<file path="src/rtl/dest_insert.sv">
// Prepends a header beat carrying the packet TID (zero-extended) to an
// AXI4-Stream byte packet; registered output stage with a one-entry skid buffer.
//
// state | meaning
// ------+-------------------------------------------------------------
// HDR   | waiting to emit the header beat for the next packet
// PLD   | forwarding payload beats until the tlast beat is accepted
module dest_insert #(
  parameter int TID_W = 3
) (
  input  logic             aclk,
  input  logic             aresetn,
  input  logic             target_tvalid,
  output logic             target_tready,
  input  logic             target_tlast,
  input  logic [7:0]       target_tdata,
  input  logic [TID_W-1:0] target_tid,
  output logic             initiator_tvalid,
  input  logic             initiator_tready,
  output logic             initiator_tlast,
  output logic [7:0]       initiator_tdata,
  output logic             tid_mismatch
);

  if (TID_W < 1 || TID_W > 8) begin : g_bad_tid_w
    $error("dest_insert: TID_W must be in 1..8");
  end

  localparam logic ST_HDR = 1'b0;
  localparam logic ST_PLD = 1'b1;

  logic             state;
  logic             or_valid;
  logic             or_last;
  logic [7:0]       or_data;
  logic             sk_valid;
  logic             sk_last;
  logic [7:0]       sk_data;
  logic [TID_W-1:0] tid_q;
  logic             mismatch_q;

  logic       or_free;
  logic       accept;
  logic       hdr_load;
  logic [7:0] hdr_byte;

  always_comb begin
    hdr_byte = '0;
    hdr_byte[TID_W-1:0] = target_tid;
  end

  // target_tready depends only on registers, never on initiator_tready
  assign target_tready = (state == ST_PLD) && !sk_valid;
  assign or_free       = !or_valid || initiator_tready;
  assign accept        = target_tvalid && target_tready;
  assign hdr_load      = (state == ST_HDR) && target_tvalid && or_free && !sk_valid;

  always_ff @(posedge aclk) begin
    if (!aresetn) begin
      state      <= ST_HDR;
      or_valid   <= 1'b0;
      or_last    <= 1'b0;
      or_data    <= '0;
      sk_valid   <= 1'b0;
      sk_last    <= 1'b0;
      sk_data    <= '0;
      tid_q      <= '0;
      mismatch_q <= 1'b0;
    end else begin
      case (state)
        ST_HDR: begin
          if (hdr_load) begin
            state <= ST_PLD;
            tid_q <= target_tid;
          end
        end
        ST_PLD: begin
          if (accept && target_tlast) state <= ST_HDR;
        end
        default: state <= ST_HDR;
      endcase

      // accept implies !sk_valid, so the skid entry always drains first
      if (or_free) begin
        if (sk_valid) begin
          or_valid <= 1'b1;
          or_last  <= sk_last;
          or_data  <= sk_data;
          sk_valid <= 1'b0;
        end else if (hdr_load) begin
          or_valid <= 1'b1;
          or_last  <= 1'b0;
          or_data  <= hdr_byte;
        end else if (accept) begin
          or_valid <= 1'b1;
          or_last  <= target_tlast;
          or_data  <= target_tdata;
        end else begin
          or_valid <= 1'b0;
        end
      end else if (accept) begin
        sk_valid <= 1'b1;
        sk_last  <= target_tlast;
        sk_data  <= target_tdata;
      end

      mismatch_q <= accept && (target_tid != tid_q);
    end
  end

  assign initiator_tvalid = or_valid;
  assign initiator_tlast  = or_last;
  assign initiator_tdata  = or_data;
  assign tid_mismatch     = mismatch_q;

endmodule
</file>
<file path="config.mk">
export PLATFORM = sky130hd
export DESIGN_NAME = dest_insert
export DESIGN_NICKNAME = d
export VERILOG_FILES = /design/src/rtl/dest_insert.sv
export SDC_FILE = /design/constraint.sdc
export NUM_CORES = 1
export LEC_CHECK = 0
export ABC_AREA = 1
export BUFFER_PORTS_ARGS = -buffer_cell sky130_fd_sc_hd__buf_2
export CAP_MARGIN = 20
export CORE_MARGIN = 1
export CORE_UTILIZATION = 55
export DETAILED_ROUTE_END_ITERATION = 8
export PLACE_DENSITY_LB_ADDON = 0.08
export SLEW_MARGIN = 20
export SYNTH_ARGS = -nofsm -noshare
export SYNTH_HDL_FRONTEND = slang
export SYNTH_SLANG_ARGS = --single-unit
export TNS_END_PERCENT = 30
</file>
<file path="constraint.sdc">
create_clock -name aclk -period 2.9 [get_ports aclk]
set_clock_uncertainty 0.1 [all_clocks]
set_input_delay 0.145 -clock aclk [delete_from_list [all_inputs] [get_ports aclk]]
set_output_delay 0.145 -clock aclk [all_outputs]
set_load 0.05 [all_outputs]
</file>
# --- After elaboration in Yosys (flattened, before gate mapping) ---
# Cells that the tools add are included.
# Widths: inputs -> output; s select.
totals:
  reg_bits: 25
  inputBits: 16
  out_inout_bits: 12
  elab_cells: 40
op_classes:
  eq_ne: 1
  mux: 12
  bitwise: 3
  n_reduce_logical: 15
op_table:
  columns: ["operator", "n"]
  rows:
  - ["$mux 8", 3]
  - ["$mux 1", 8]
  - ["$logic_and 1x1->1", 7]
  - ["$reduce_and 2->1", 3]
  - ["$ne 3x3->1", 1]
  - ["$not 1->1", 3]
  - ["$reduce_bool 3->1", 1]
  - ["$logic_not 1->1", 2]
  - ["$pmux 1 s2", 1]
  - ["$reduce_or 2->1", 1]
  - ["$logic_or 1x1->1", 1]

# --- Longest topological paths before layout ---
depth:
  depth_word: 6
  ltp_mapped: 9
  mapped_depth_nobuf: 9

# --- Worst setup path after synthesis ---
# Ideal clock, no wire load.
synth_timing:
  path_kind: "register -> register"
  from: "register or_valid, in the netlist initiator_tvalid"
  to: "register or_data[3], in the netlist initiator_tdata[3]"
  setup_time_ns: 0.065
  arrival_time_ns: 1.359
  t_required_ns: 2.735
  setup_slack_ns: 1.375
  stages_incl_launch_ff: 8
  cell_sequence: "dfxtp_1 nand2_2 nand3_4 buf_6 nand3_1 nand2_1 nor2_1 nor2_1"
synth_between:
  elab_chain_len: 6
  word_cells_on_any_way: 8
  classes_between: "mux: 2; reduce/logical: 6"
synth_lines:
  columns: ["item", "line", "rtl"]
  rows:
  - ["from (decl)", "33", "logic or_valid;"]
  - ["from (signal assigned)", "61", "or_valid <= 1'b0;"]
  - ["from (signal assigned)", "86", "or_valid <= 1'b1;"]
  - ["from (signal assigned)", "91", "or_valid <= 1'b1;"]
  - ["$logic_not 1->1 *", "54", "assign or_free = !or_valid || initiator_tready;"]
  - ["$logic_or 1x1->1 *", "54", null]
  - ["$logic_and 1x1->1 (2 in series)", "56", "assign hdr_load = (state == ST_HDR) && target_tvalid && or_free && !sk_valid;"]
  - ["$reduce_bool 3->1 (no source line) or $mux 8 (tied branches)", null, null]
  - ["$reduce_and 2->1 (no source line) or $mux 8 (tied branches)", null, null]
  - ["to (signal assigned)", "88", "or_data <= sk_data;"]
  - ["to (signal assigned)", "93", "or_data <= hdr_byte;"]
  - ["to (signal assigned)", "97", "or_data <= target_tdata;"]
  - ["to (decl)", "35", "logic [7:0] or_data;"]
# Every way passes the cells marked *; elsewhere a longest branch is shown, timed or not.
# A chain may end at the register's enable or synchronous reset.

# --- Worst setup path in the final report ---
layout_timing:
  from: "register sk_valid"
  to: "register sk_data[6]"
layout_between:
  elab_chain_len: 4
layout_lines:
  columns: ["item", "line", "rtl"]
  rows:
  - ["from (decl)", "36", "logic sk_valid;"]
  - ["from (signal assigned)", "64", "sk_valid <= 1'b0;"]
  - ["from (signal assigned)", "89", "sk_valid <= 1'b0;"]
  - ["from (signal assigned)", "102", "sk_valid <= 1'b1;"]
  - ["$logic_not 1->1", "53", "assign target_tready = (state == ST_PLD) && !sk_valid;"]
  - ["$logic_and 1x1->1", "53", null]
  - ["$logic_and 1x1->1", "55", "assign accept = target_tvalid && target_tready;"]
  - ["$reduce_and 2->1 (no source line)", null, null]
  - ["to (signal assigned)", "104", "sk_data <= target_tdata;"]
  - ["to (decl)", "38", "logic [7:0] sk_data;"]
# Every way passes these cells.

==> qor.yml <==
final_area_um2: 1410
setup_viol: 0
maxCapViolCount: 0
grt-ovfl-total: 0
placed_cell_area_um2: 1310
setup_tns_ps: 0
dieArea_um2: 2330
min-delay-start: "target_tdata[0]"
cp-startpoint: "sk_valid"
p_leak_nw: 0.739
core_area_um2: 1980
route.detailed.drc: 0
synth_fp_nets: 179
holdPathStages: 3
period_needed_ps: 1800
vias_per_cell: 5.20
vias: 1165
status: "finished clean"
cts-buffers-inserted: 3
synth_cells: 163
yosysWarnings: 0
die_height_um: 48.3
hpwlAfterDp_um: 1930
synthTopCellsByCount: "nor2_1, nand2_1, dfxtp_1, o21ai_0, inv_1"
hold_end: "sk_data[0]"
yosys.area.top_type: "dfxtp_1"
synth_edf_count: 0
ctsResizeCount: 0
cts_root_buffer: "clkbuf_4"
netlist.area_leader.share: 0.425
finalWorstSetupSlack_ps: 1100
clockBufferDepth: 2
grt_pass1_wl_um: 4000
htreeDepth: 1
dr.pass1.iters: 5
synth-seq-area-share: 0.425
cp.arrival_ps: 1930
grt_use_total: 0.253
ys_types: 23
grt_pass1_vias: 962
crit_fanout: 13
slew_violations: 0
antenna_found_initial: 0
gp_congestion: 0.834
worstHoldPathType: "primary input to flip-flop"
worst_path_most_repeated_cell: "nor2_1"
cpPeakStageDelay_ps: 490
drt_iter0_drc: 41
cp_data_required_time_ps: 3030
dp_slack_ps: 1130
path_buf_inv: 1
grt_max_degree: 18
fin_nets: 214
ys_ff_latch: 25
area_delta_synth_final_pct: 19.8
cts_tree: "yes"
max-vdd-ir-drop_mv: 0.399
reg2reg_from: "sk_valid"
drtAntennaViolNets: 0
hold_viol: 0
cts.sinks: 25
drive_gt1_frac: 0.213
min_period_over_period: 0.622
synth_area_um2: 1180
path_clk_slew_ps: 130
synth_flop_cell: "dfxtp_1"
routed_wl_um: 2660
synth.most_common_cell: "nor2_1"
final_core_util: 0.711
postCtsSetupBuffers: 0
crit_path_end_kind: "flip-flop"
ys_async_sr_fraction: 0
crit_slowest_cell: "dfxtp_1"
avgSynthCellArea_um2: 7.22
cp-start-kind: "flip-flop"
reg2regPathDepth: 6
rsz0062_at_grt: "no"
r2r-end: "sk_data[6]"
initial_core_util: 0.594
port_buffers: 27
diodes: 0
routedWlPerCell_um: 11.9
path_cells: "nor2_4, nand2_1, nor2_2, inv_1, nor2_1, nor2_1"
rrSetupSlack_ps: 1100
dieWidth_um: 48.3
synthTopCellsByArea: "dfxtp_1, nor2_1, nand2_1"
cp_top_family: "simple AND/OR/NAND/NOR gates"
holdBufCountCts: 7
clock_latency_ps: 320
power_density_nw_per_um2: 534
worstSetupPathType: "flip-flop to flip-flop"
row_count: 16
worst_slew_pin_slew_ps: 499
ios: 28
fmax_mhz: 555
maxSlewHeadroom: 0.667
area by class of cell:
class | count | area (µm²)
Inverter | 16 | 73.8
Fill cell | 175 | 572
Timing Repair Buffer | 34 | 205
Sequential cell | 25 | 500
Multi-Input combinational cell | 118 | 571
Tap cell | 27 | 33.8
Clock buffer | 4 | 26.3
cell usage in the layout, fill, tap and decap left out, types with 2 or more instances in the layout:
cell / instances
dlygate4sd3_1: 7
a21oi_1: 5
inv_1: 13
buf_2: 27
xnor2_1: 3
nand2_2: 2
nor2_1: 38
clkbuf_4: 3
nor2_2: 2
nand2_1: 34
o21ai_0: 16
dfxtp_1: 25
nand3_1: 7
nand4_1: 4
registers in the layout, summed over array words and instances (netlist names):
name              flops
initiator_tdata       8
sk_data               8
tid_q                 3
initiator_tlast       1
initiator_tvalid      1
sk_last               1
sk_valid              1
state                 1
tid_mismatch          1
worst reg2reg max path: stages, from the launching register on:
cell and delay [ps]:
dfxtp_1 490, nor2_4 250, nand2_1 100, nor2_2 330, inv_1 230, nor2_1 140
nor2_1 60
cells by family after synthesis:
group / share of synthesized area
AOI/OAI and AO/OA: 0.114
xor gates and xnor gates: 0.0223
buffers and inverters: 0.0903
DFF: 0.425
and+or+nand+nor: 0.349
power by group:
part           internal [mW]  switching, mW  leakage (nW)  total (mW)
Sequential             0.368         0.0134         0.205       0.382
Clock                 0.0538          0.101        0.0150       0.155
Combinational         0.0663          0.149         0.520       0.216
Total                  0.488          0.264         0.739       0.752
through the flow:
stage          std cells  power [mW]  hold slack (ps)
4_1_cts              224       0.752             1.13
6_report             224       0.752            0.927
3_5_place_dp         213       0.597              299
5_1_grt              224       0.794             12.6
2_1_floorplan        163       0.549              180
3_3_place_gp         213       0.592              290
per-layer routing:
layer	up-vias	track usage	wire (µm)
li1	585	-	-
met1	527	0.281	1100
met2	43	0.461	1370
met3	10	0.0444	124
met4	0	0.122	70
met5	-	0	0
how the worst max path moves through the flow:
stage                         endpoint  cells after the start  slack [ps]
global placement            sk_data[2]                      6        1240
floorplan           initiator_tdata[3]                      7        1380
CTS                         sk_data[7]                      6        1110
finish                      sk_data[6]                      6        1100
global route                sk_data[4]                      6         940
detailed placement          sk_data[4]                      6        1130
No activity file was read; power rests on OpenSTA's default activity.
